**src/rtl/adder_sweep_pkg.sv**
```systemverilog
// Shared definitions for the ripple-adder self-test sweep: state encoding,
// last vector index and the reference sum used by the checker.
package adder_sweep_pkg;

    typedef enum logic [2:0] {
        IDLE   = 3'd0,
        APPLY  = 3'd1,
        SETTLE = 3'd2,
        CHECK  = 3'd3,
        HOLD   = 3'd4,
        DONE   = 3'd5
    } state_t;

    localparam logic [4:0] VEC_LAST = 5'd31;

    function automatic logic [2:0] exp_sum(input logic [1:0] a, input logic [1:0] b, input logic ci);
        return {1'b0, a} + {1'b0, b} + {2'b00, ci};
    endfunction

endpackage

```
**src/rtl/sweep_timer.sv**
```systemverilog
// Per-vector elapsed-clock counter. Saturates so a long step-mode hold
// never wraps back below the auto-mode exit threshold.
module sweep_timer #(
    parameter int WIDTH = 4
) (
    input  logic             clk,
    input  logic             rst,
    input  logic             clr,
    input  logic             en,
    output logic [WIDTH-1:0] count
);

    always_ff @(posedge clk or posedge rst) begin
        if (rst) begin
            count <= '0;
        end else if (clr) begin
            count <= '0;
        end else if (en && (count != '1)) begin
            count <= count + 1'b1;
        end
    end

endmodule

```
**src/rtl/adder_sweep_ctrl.sv**
```systemverilog
// Self-test sequencer: walks all 32 {A,B,CI} vectors through the adder,
// holds each for display and counts result mismatches.
//
// state  | meaning
// IDLE   | waiting for start after reset
// APPLY  | new vector driven, timer cleared (1 clk)
// SETTLE | waiting SETTLE_CYCLES unpaused clocks for the adder output
// CHECK  | sum_in compared with the expected sum (1 clk)
// HOLD   | vector held for display until timeout or step
// DONE   | sweep finished, last vector held, results valid
module adder_sweep_ctrl
    import adder_sweep_pkg::*;
#(
    parameter int HOLD_CYCLES   = 100_000_000,
    parameter int SETTLE_CYCLES = 2
) (
    input  logic       clk,
    input  logic       rst,
    input  logic       start,
    input  logic       pause,
    input  logic       step_mode,
    input  logic       step,
    input  logic [2:0] sum_in,
    output logic [1:0] A,
    output logic [1:0] B,
    output logic       CI,
    output logic [4:0] vec_idx,
    output logic       busy,
    output logic       done,
    output logic [5:0] err_count,
    output logic [4:0] first_err_idx
);

    localparam int TW = $clog2(HOLD_CYCLES + 1);

    // The timer is cleared on the APPLY edge, so it lags the clocks elapsed
    // since APPLY entry by the APPLY cycle and the current cycle.
    localparam logic [TW-1:0] HOLD_LAST   = TW'(HOLD_CYCLES - 2);
    localparam logic [TW-1:0] SETTLE_LAST = TW'(SETTLE_CYCLES - 1);

    state_t        state;
    logic [TW-1:0] timer;
    logic          timer_clr;
    logic          hold_exit;

    assign A         = vec_idx[4:3];
    assign B         = vec_idx[2:1];
    assign CI        = vec_idx[0];
    assign timer_clr = (state == APPLY);
    assign hold_exit = !pause && (step_mode ? step : (timer >= HOLD_LAST));

    sweep_timer #(
        .WIDTH(TW)
    ) u_timer (
        .clk  (clk),
        .rst  (rst),
        .clr  (timer_clr),
        .en   (~pause),
        .count(timer)
    );

    always_ff @(posedge clk or posedge rst) begin
        if (rst) begin
            state         <= IDLE;
            vec_idx       <= 5'd0;
            busy          <= 1'b0;
            done          <= 1'b0;
            err_count     <= 6'd0;
            first_err_idx <= 5'd0;
        end else begin
            case (state)
                IDLE, DONE: begin
                    if (start) begin
                        state         <= APPLY;
                        vec_idx       <= 5'd0;
                        err_count     <= 6'd0;
                        first_err_idx <= 5'd0;
                        busy          <= 1'b1;
                        done          <= 1'b0;
                    end
                end
                APPLY: begin
                    state <= SETTLE;
                end
                SETTLE: begin
                    if (!pause && (timer >= SETTLE_LAST)) begin
                        state <= CHECK;
                    end
                end
                CHECK: begin
                    if (sum_in != exp_sum(A, B, CI)) begin
                        err_count <= err_count + 6'd1;
                        if (err_count == 6'd0) begin
                            first_err_idx <= vec_idx;
                        end
                    end
                    state <= HOLD;
                end
                HOLD: begin
                    if (hold_exit) begin
                        if (vec_idx == VEC_LAST) begin
                            state <= DONE;
                            busy  <= 1'b0;
                            done  <= 1'b1;
                        end else begin
                            vec_idx <= vec_idx + 5'd1;
                            state   <= APPLY;
                        end
                    end
                end
                default: begin
                    state <= IDLE;
                    busy  <= 1'b0;
                    done  <= 1'b0;
                end
            endcase
        end
    end

endmodule

```
**config.mk**
```make
export PLATFORM = sky130hd
export DESIGN_NAME = adder_sweep_ctrl
export DESIGN_NICKNAME = d
export VERILOG_FILES = /design/src/rtl/adder_sweep_pkg.sv /design/src/rtl/sweep_timer.sv /design/src/rtl/adder_sweep_ctrl.sv
export SDC_FILE = /design/constraint.sdc
export NUM_CORES = 1
export LEC_CHECK = 0
export ABC_AREA = 1
export CORE_MARGIN = 2
export CORE_UTILIZATION = 45
export DETAILED_ROUTE_END_ITERATION = 10
export PLACE_DENSITY = 0.69
export SLEW_MARGIN = 40
export SYNTH_ARGS = -nofsm -noshare
export SYNTH_HDL_FRONTEND = slang
export SYNTH_SLANG_ARGS = --single-unit
```
**constraint.sdc**
```tcl
create_clock -name clk -period 3 [get_ports clk]
set_clock_uncertainty 0.1 [all_clocks]
set_input_delay 0.75 -clock clk [delete_from_list [all_inputs] [get_ports clk]]
set_output_delay 0.75 -clock clk [all_outputs]
set_load 0.02 [all_outputs]
```
==> Implementation_results.wiki, run 1 <==
{| class="wikitable"
! Metric !! Value
|-
| Status || complete, no violations
|-
| Average routed wire per standard cell || 13.1 microns
|-
| Filler Cell Count || 648
|-
| Number of max-slew violations in the final report || 0
|-
| Detailed Route Iter0 Violations || 163
|-
| Maximum number of pins on one net before global-route repair || 22
|-
| Count of input and output buffers || 31
|-
| Number of global-route vias before repair || 2684
|-
| Setup TNS || 0 ns
|-
| Peak fanout along the critical path || 7
|-
| Total core area || 6870 sq um
|-
| Total number of nets in the final design || 492
|-
| Layout overhead on the synthesized area || 14.5%
|-
| Die width || 88.8 microns
|-
| Clk pin slew, worst setup/hold paths || 0.10 ns
|-
| Via count || 2925
|-
| Insertion delay to the later sink of the worst-skew pair || 0.31 ns
|-
| Post-layout min period || 2.44 ns
|-
| Synth warnings || 0
|-
| Total power draw || 0.00217 W
|-
| Power per standard cell area || 586 nW/um^2
|-
| Ranking of synthesized cells by area || dfrtp_1, nand2_1, inv_1
|-
| Area of the die || 7880 sq um
|-
| Cell accounting for the most synthesized area || dfrtp_1
|-
| Global-route wire length before repair || 12800 microns
|-
| Total congestion overflow after global routing || 0
|-
| Routability congestion estimate || 0.949
|-
| Fmax || 410 MHz
|-
| Total count of hold-check failures in the final report || 0
|-
| Critical path capture point type || flip-flop
|-
| Number of buffers inserted by hold repair at cts || 0
|-
| Clock root buffer || clkbuf_8
|-
| Via-to-Cell Ratio || 5.12
|-
| Post-Synthesis Net Count || 463
|-
| Yosys top cell area share || 0.372
|-
| Max IR drop VDD || 360 uV
|-
| Static power due to leakage || 1.64 nW
|-
| Sequential share of the synthesized area || 0.372
|-
| Top-Level Pins || 32
|-
| Number of antenna violations at the first check in global routing || 0
|-
| Pre-CTS WS || 0.557 ns
|-
| Sinks on Clock Net || 48
|-
| Half-perimeter wire length after placement || 5890 microns
|-
| Relative slew margins || 0.642
|-
| Avg Cell Area, Syn || 7.27 sq um
|-
| Post-Route Hold Slack || 0.385 ns
|-
| Max Buffers Root-to-Sink || 2
|-
| Post-synthesis cell type count || 42
|-
| Post-synthesis instance area || 3230 sq um
|-
| Synthesized flop and latch total || 48
|-
| Row Count || 30
|-
| Drt total wl || 7500 microns
|-
| DRC errors left || 0
|-
| Synthesized netlist cell count || 445
|-
| Number of buffers created by CTS || 5
|-
| Start-to-end type of the worst setup path || reg -> reg
|-
| Remaining antenna violation count after routing || 0
|-
| Initial core utilization || 0.471
|-
| TritonRoute pass-1 iters || 4
|-
| Fraction of final layout cells sized beyond drive strength 1 || 0.0842
|-
| # resized after CTS || 0
|-
| Commonest non-fill, non-tap cell in the layout || nand2_1
|-
| Most used cells in the layout excluding fill and tap cells || nand2_1, inv_1, nor2_1
|-
| Die Y || 88.8 microns
|-
| Unrepaired setup endpoints after global routing || no
|-
| Period Utilization, post-route || 0.813
|-
| Measured slew at the worst slew-check pin || 0.536 ns
|-
| Post-CTS setup-driven buffer insertion count || 0
|-
| Worst hold-check path type || reg -> reg
|-
| Final setup violation count || 0
|-
| Max-cap check violation count || 0
|-
| Post-route worst setup slack || 0.562 ns
|-
| Launching element type of the critical path || flip-flop
|-
| Diode insertion count for antenna repair || 0
|-
| Required time at the worst-slack endpoint || 3.13 ns
|-
| Deepest level of the CTS H-tree || 2
|-
| Utilization after layout || 0.539
|-
| Critical path arrival || 2.57 ns
|-
| Clock tree from TritonCTS || yes
|-
| Tot GR Track Use || 0.208
|}
## cell families (layout without fill, tap and decap cells)
kind of cell    after synthesis  after routing  synth area share
compound gates               49             49            0.0844
simple gates                248            248             0.366
buf+inv                      81            111             0.112
flops                        48             48             0.372
xor+xnor                     10             10            0.0271
fa+ha+maj                     9              9            0.0395
## worst max-delay path: stages, from the launching register on
cell and delay, ns:
dfrtp_1 0.49, fa_1 0.42, inv_1 0.08, fa_1 0.41, xor2_1 0.17, nand4_1 0.11
nand2_4 0.10, inv_2 0.07, nand2_1 0.06, or2_1 0.25, o22ai_1 0.11
## synthesized netlist by cell type, drive strengths merged
cell and instances:
nand2 110, inv 68, nor2 60, dfrtp 48, nand3 25, o21ai 24
nand4 21, nor3 19, a21oi 15, buf 11, ha 7, xor2 7
nor3b 5, nor4 3, o22ai 3, xnor2 3, a31oi 2, clkbuf 2
fa 2, nand3b 2, o31ai 2, or2 2, a21boi 1, a31o 1
and3 1, o21a 1
## worst paths after layout
check | startpoint | slack, ns | cells past startpoint | end
setup / recovery | vec_idx[1] | 0.56 | 10 | first_err_idx[2]
max in group asynchronous | rst | 1.64 | 3 | u_timer.count[2]
min in group asynchronous | rst | 0.59 | 2 | err_count[1]
setup reg to reg | vec_idx[1] | 0.56 | 10 | first_err_idx[2]
hold / removal | done | 0.39 | 2 | done
hold reg to reg | done | 0.39 | 2 | done
## state kept, by name, summed over array words and instances, names as in the netlist
name / flops
u_timer.count: 27
first_err_idx: 5
err_count: 6
state: 3
vec_idx: 5
busy: 1
done: 1
## layer usage
| metal | wire (microns) | up-vias | GRT usage |
|---|---|---|---|
| met5 | 0 | - | 0 |
| met4 | 55 | 0 | 0.0399 |
| li1 | - | 1491 | - |
| met3 | 326 | 6 | 0.0317 |
| met2 | 3380 | 56 | 0.308 |
| met1 | 3740 | 1372 | 0.321 |
## metrics by stage
stage	cell area, sq um	std cells
detailed placement	3590	563
finish	3700	571
CTS	3700	571
floorplan	3230	445
global route	3700	571
global placement	3590	563
## power by group
part           total [W]  internal, W  switching (W)
sequential      0.000811     0.000723      0.0000882
combinational   0.000874     0.000294       0.000580
clock           0.000485     0.000251       0.000233
## area by class of cell
type                            count  area, sq um  share of cell area
Timing Repair Buffer               35          340              0.0919
Tap cell                           96          120              0.0324
Multi-Input combinational cell    316         1670               0.451
Inverter                           68          255              0.0689
Sequential cell                    48         1200               0.324
Clock inverter                      3         46.3              0.0125
Clock buffer                        5         68.8              0.0186
Note: power is estimated with default switching activity, not from simulation.
==> run 2: changes to the inputs <==
==> constraint.sdc (replaced) <==
create_clock -name clk -period 2.5 [get_ports clk]
set_clock_uncertainty 0.1 [all_clocks]
set_input_delay 0.625 -clock clk [delete_from_list [all_inputs] [get_ports clk]]
set_output_delay 0.625 -clock clk [all_outputs]
set_load 0.02 [all_outputs]
==> run 2 against run 1 <==
Compared with the run above: sequential cell count is the same; final cell count increased by 0.70%; via count increased by 0.44%; highest routed layer unchanged.
==> Implementation_results.wiki, run 2 (synthesized netlist as in run 1, its figures left out) <==
{| class="wikitable"
! Metric !! Value
|-
| Status || complete, no violations
|-
| Required time at the worst-slack endpoint || 2.64 ns
|-
| Max Buffers Root-to-Sink || 2
|-
| Total power draw || 0.00265 W
|-
| CP bufs+invs || 2
|-
| Delay of the slowest cell on the worst path || 0.42 ns
|-
| Sinks on Clock Net || 48
|-
| DRC errors left || 0
|-
| Static power due to leakage || 1.66 nW
|-
| # resized after CTS || 0
|-
| Total congestion overflow after global routing || 0
|-
| Final setup violation count || 0
|-
| Max IR drop VDD || 462 uV
|-
| Clock root buffer || clkbuf_8
|-
| Critical path launch point || vec_idx[3]
|-
| Top flop regs || u_timer.count (27), err_count (6)
|-
| Row Count || 30
|-
| Clk pin slew, worst setup/hold paths || 0.11 ns
|-
| Setup TNS || 0 ns
|-
| Via count || 2938
|-
| Met3 Track Usage GR || 0.0364
|-
| Count of input and output buffers || 31
|-
| Die width || 88.8 microns
|-
| Critical register-to-register path startpoint || vec_idx[3]
|-
| Library cell appearing most often on the critical path || fa_1
|-
| Maximum number of pins on one net before global-route repair || 24
|-
| Largest register FFs || 27
|-
| Fraction of final layout cells sized beyond drive strength 1 || 0.0919
|-
| Clock tree from TritonCTS || yes
|-
| Total stage count of the critical path || 10
|-
| Number of global-route vias before repair || 2720
|-
| Post-Route Hold Slack || 0.375 ns
|-
| Start-to-end type of the worst setup path || reg -> reg
|-
| Global-route met2 utilization || 0.325
|-
| Worst hold path stage count || 2
|-
| Timing endpoint of the critical path || first_err_idx[4]
|-
| Unrepaired setup endpoints after global routing || yes
|-
| TritonRoute pass-1 iters || 4
|-
| Critical path capture point type || flip-flop
|-
| Fmax || 421 MHz
|-
| Critical-path top delay cell || fa_1
|-
| Total count of hold-check failures in the final report || 0
|-
| Worst hold-check path type || reg -> reg
|-
| Drt total wl || 7640 microns
|-
| Routability congestion estimate || 0.957
|-
| Number of antenna violations at the first check in global routing || 0
|-
| Average routed wire per standard cell || 13.3 microns
|-
| Total number of nets in the final design || 496
|-
| Peak-usage layer in the global routing report || met2
|-
| Total core area || 6870 sq um
|-
| Detailed Route Iter0 Violations || 178
|-
| Commonest non-fill, non-tap cell in the layout || nand2_1
|-
| Half-perimeter wire length after placement || 5870 microns
|-
| Capture instance of the worst register-to-register path || first_err_idx[4]
|-
| Most used cells in the layout excluding fill and tap cells || nand2_1, inv_1, nor2_1
|-
| Measured slew at the worst slew-check pin || 0.527 ns
|-
| Met1 Resource Use GR || 0.305
|-
| Diode insertion count for antenna repair || 0
|-
| Filler Cell Count || 682
|-
| Post-layout min period || 2.37 ns
|-
| Number of max-slew violations in the final report || 0
|-
| Crit path cell chain || fa_1 -> inv_1 -> fa_1 -> xor2_1 -> nand4_1 -> nand2_4 -> inv_2 -> nand2_1 -> or2_1 -> o22ai_1
|-
| Number of buffers created by CTS || 5
|-
| Layout overhead on the synthesized area || 15.4%
|-
| Number of buffers inserted by hold repair at cts || 0
|-
| Reg2reg setup slack || 0.13 ns
|-
| Peak fanout along the critical path || 7
|-
| Remaining antenna violation count after routing || 0
|-
| Top Family by Delay on Critical Path || adder cells
|-
| Insertion delay to the later sink of the worst-skew pair || 0.32 ns
|-
| Critical path arrival || 2.51 ns
|-
| Launching element type of the critical path || flip-flop
|-
| Initial core utilization || 0.471
|-
| Post-CTS setup-driven buffer insertion count || 0
|-
| Top-Level Pins || 32
|-
| Die Y || 88.8 microns
|-
| Via-to-Cell Ratio || 5.11
|-
| Max-cap check violation count || 0
|-
| Area of the die || 7880 sq um
|-
| Global-route wire length before repair || 12800 microns
|-
| Tot GR Track Use || 0.209
|-
| Deepest level of the CTS H-tree || 2
|-
| Relative slew margins || 0.649
|-
| Power per standard cell area || 711 nW/um^2
|-
| Worst r2r path cells || 10
|-
| Hold Path Origin || done
|-
| Period Utilization, post-route || 0.950
|-
| Most flop-heavy register || u_timer.count
|}
run 2: cell count changes in the layout (fill, tap and decap cells not counted):
cell,change
buf_4,+4
run 2: layout make-up:
| cell class | count | area [sq um] | share of cell area |
|---|---|---|---|
| clock buffers | 5 | 68.8 | 0.0184 |
| clock inverters | 3 | 46.3 | 0.0124 |
| inverters | 68 | 255 | 0.0684 |
| multi-input cells | 316 | 1670 | 0.448 |
| flip-flops and latches | 48 | 1200 | 0.322 |
| well taps | 96 | 120 | 0.0322 |
| repair buffers | 39 | 370 | 0.0992 |
run 2: metal layers:
metal	up-vias	part of all wire	wire length [microns]
met3	6	0.052	400
li1	1497	-	-
met1	1373	0.49	3710
met4	0	0.0069	53
met2	62	0.46	3480
met5	-	0	0
run 2: worst min-delay path: stages (launching register included):
cell     delay [ns]
dfrtp_1        0.35
nand2_1        0.06
nand2_1        0.04
run 2: per-stage QoR:
stage / util / setup slack, ns / std cells / cell area [sq um]
after floorplan: - / 0.122 / 445 / 3230
after global placement: 0.527 / 0.216 / 567 / 3620
after detailed placement: 0.527 / 0.128 / 567 / 3620
after CTS: 0.543 / 0.111 / 575 / 3730
after global routing: 0.543 / -0.0144 / 575 / 3730
final: 0.543 / 0.126 / 575 / 3730
run 2: worst min path at each step:
stage                     endpoint  slack [ns]
after global placement        done        0.36
final                         done        0.37
after floorplan           state[1]        0.36
after detailed placement      done        0.36
after CTS                     done        0.38
after global routing          done        0.41
run 2: report_power, final:
group / total, W / switching, W / internal [W]
Combinational: 0.00109 / 0.000723 / 0.000371
Sequential: 0.000956 / 0.0000885 / 0.000868
Clock: 0.000605 / 0.000303 / 0.000302
Total: 0.00265 / 0.00111 / 0.00154
==> run 3: changes to the inputs <==
--- a/config.mk
+++ b/config.mk
@@ -8,7 +8,9 @@
 export ABC_AREA = 1
 export CORE_MARGIN = 2
 export CORE_UTILIZATION = 45
+export CTS_CLUSTER_SIZE = 12
 export DETAILED_ROUTE_END_ITERATION = 10
+export GPL_ROUTABILITY_DRIVEN = 0
 export PLACE_DENSITY = 0.69
 export SLEW_MARGIN = 40
 export SYNTH_ARGS = -nofsm -noshare
==> run 3 against run 2 <==
Compared with the run above: final cell count did not move; combinational power about the same; power up 6.9%; register-to-register slack hardly changed; non-clock buffer count unchanged; highest routed layer unchanged; critical endpoint unchanged; count of clock-buffer cells in the layout is the same; worst setup slack worse by 0.0098 ns.
==> Implementation_results.wiki, run 3 (synthesized netlist as in run 1, its figures left out) <==
{| class="wikitable"
! Metric !! Value
|-
| Measured slew at the worst slew-check pin || 0.542 ns
|-
| Delay of the slowest cell on the worst path || 0.43 ns
|-
| Top flop regs || u_timer.count (27), err_count (6)
|-
| Critical path arrival || 2.52 ns
|-
| Launching element type of the critical path || flip-flop
|-
| Max-cap check violation count || 0
|-
| Critical path launch point || vec_idx[3]
|-
| Library cell appearing most often on the critical path || fa_1
|-
| Area of the die || 7880 sq um
|-
| DRC errors left || 0
|-
| Clk pin slew, worst setup/hold paths || 0.09 ns
|-
| Peak fanout along the critical path || 7
|-
| Hold Path Origin || done
|-
| Count of input and output buffers || 31
|-
| Diode insertion count for antenna repair || 0
|-
| Most flop-heavy register || u_timer.count
|-
| Status || complete, no violations
|-
| Max IR drop VDD || 515 uV
|-
| Post-layout min period || 2.38 ns
|-
| Critical path capture point type || flip-flop
|-
| TritonRoute pass-1 iters || 5
|-
| Total congestion overflow after global routing || 0
|-
| Top Family by Delay on Critical Path || adder cells
|-
| Fmax || 419 MHz
|-
| Max Buffers Root-to-Sink || 2
|-
| Total count of hold-check failures in the final report || 0
|-
| Total core area || 6870 sq um
|-
| Row Count || 30
|-
| Number of buffers created by CTS || 5
|-
| Critical register-to-register path startpoint || vec_idx[3]
|-
| Number of antenna violations at the first check in global routing || 0
|-
| Via count || 3006
|-
| Layout overhead on the synthesized area || 17.0%
|-
| Post-Route Hold Slack || 0.375 ns
|-
| Critical-path top delay cell || fa_1
|-
| Drt total wl || 7700 microns
|-
| Post-CTS setup-driven buffer insertion count || 0
|-
| Largest register FFs || 27
|-
| Average routed wire per standard cell || 13.4 microns
|-
| Post-DP Area || 3620 sq um
|-
| Number of global-route vias before repair || 2683
|-
| Final cell area excluding filler cells || 3780 sq um
|-
| Worst hold-check path type || reg -> reg
|-
| Fraction of final layout cells sized beyond drive strength 1 || 0.0939
|-
| Global-route wire length before repair || 13000 microns
|-
| Detailed Route Iter0 Violations || 234
|-
| CP bufs+invs || 2
|-
| Period Utilization, post-route || 0.954
|-
| Half-perimeter wire length after placement || 5800 microns
|-
| Die Y || 88.8 microns
|-
| Top-Level Pins || 32
|-
| Number of max-slew violations in the final report || 0
|-
| Remaining antenna violation count after routing || 0
|-
| Insertion delay to the later sink of the worst-skew pair || 0.31 ns
|-
| Clock tree from TritonCTS || yes
|-
| Unrepaired setup endpoints after global routing || yes
|-
| # resized after CTS || 0
|-
| Die width || 88.8 microns
|-
| Total number of nets in the final design || 496
|-
| Maximum number of pins on one net before global-route repair || 23
|-
| Required time at the worst-slack endpoint || 2.63 ns
|-
| Start-to-end type of the worst setup path || reg -> reg
|-
| Final setup violation count || 0
|-
| Initial core utilization || 0.471
|-
| Number of buffers inserted by hold repair at cts || 0
|-
| Power per standard cell area || 750 nW/um^2
|-
| Clock root buffer || clkbuf_8
|-
| Via-to-Cell Ratio || 5.23
|-
| Sinks on Clock Net || 48
|-
| Most used cells in the layout excluding fill and tap cells || nand2_1, inv_1, nor2_1
|-
| Commonest non-fill, non-tap cell in the layout || nand2_1
|-
| Relative slew margins || 0.638
|-
| Static power due to leakage || 1.69 nW
|-
| Crit path cell chain || fa_1 -> inv_1 -> fa_1 -> xor2_1 -> nand4_1 -> nand2_4 -> inv_2 -> nand2_1 -> or2_1 -> o22ai_1
|-
| Deepest level of the CTS H-tree || 2
|-
| Tot GR Track Use || 0.212
|}
-- run 3: routing by layer --
layer / share of wire / GRT usage / vias to the layer above
met5: 0 / 0 / -
met4: 0.012 / 0.0565 / 0
met3: 0.048 / 0.0299 / 8
met2: 0.45 / 0.321 / 83
met1: 0.49 / 0.319 / 1415
li1: - / - / 1500
-- run 3: report_power, final --
group          switching [W]  internal (W)  leakage [nW]  total [W]
sequential         0.0000909      0.000868         0.656   0.000958
combinational       0.000731      0.000370         0.952    0.00110
clock               0.000278      0.000500        0.0784   0.000778
-- run 3: layout make-up --
class / count / area, sq um
clock inverters: 3 / 90.1
repair buffers: 39 / 370
inverters: 68 / 255
well taps: 96 / 120
multi-input cells: 316 / 1680
fillers: 635 / 3090
flip-flops and latches: 48 / 1200
clock buffers: 5 / 68.8
-- run 3: worst paths after layout --
check / end / cells past startpoint / slack, ns
worst min-delay path: done / 2 / 0.37
min in group asynchronous: err_count[2] / 2 / 0.54
worst max-delay path: first_err_idx[4] / 10 / 0.12
worst max register to register: first_err_idx[4] / 10 / 0.12
worst min register to register: done / 2 / 0.37
max in group asynchronous: u_timer.count[9] / 3 / 1.19
-- run 3: stage by stage --
| stage | setup TNS, ns | setup slack [ns] | power (W) | util | instances |
|---|---|---|---|---|---|
| after floorplan | 0 | 0.122 | 0.00176 | - | 445 |
| after global placement | 0 | 0.215 | 0.00204 | 0.527 | 567 |
| after detailed placement | 0 | 0.138 | 0.00206 | 0.527 | 567 |
| after CTS | 0 | 0.115 | 0.00285 | 0.550 | 575 |
| after global routing | -0.0674 | -0.0257 | 0.00305 | 0.551 | 575 |
| final | 0 | 0.116 | 0.00284 | 0.551 | 575 |
-- run 3: worst reg2reg max path: stages, from the launching register on --
cell and delay, ns:
dfrtp_1 0.41, fa_1 0.43, inv_1 0.08, fa_1 0.41, xor2_1 0.17, nand4_1 0.11
nand2_4 0.10, inv_2 0.08, nand2_1 0.06, or2_1 0.25, o22ai_1 0.12
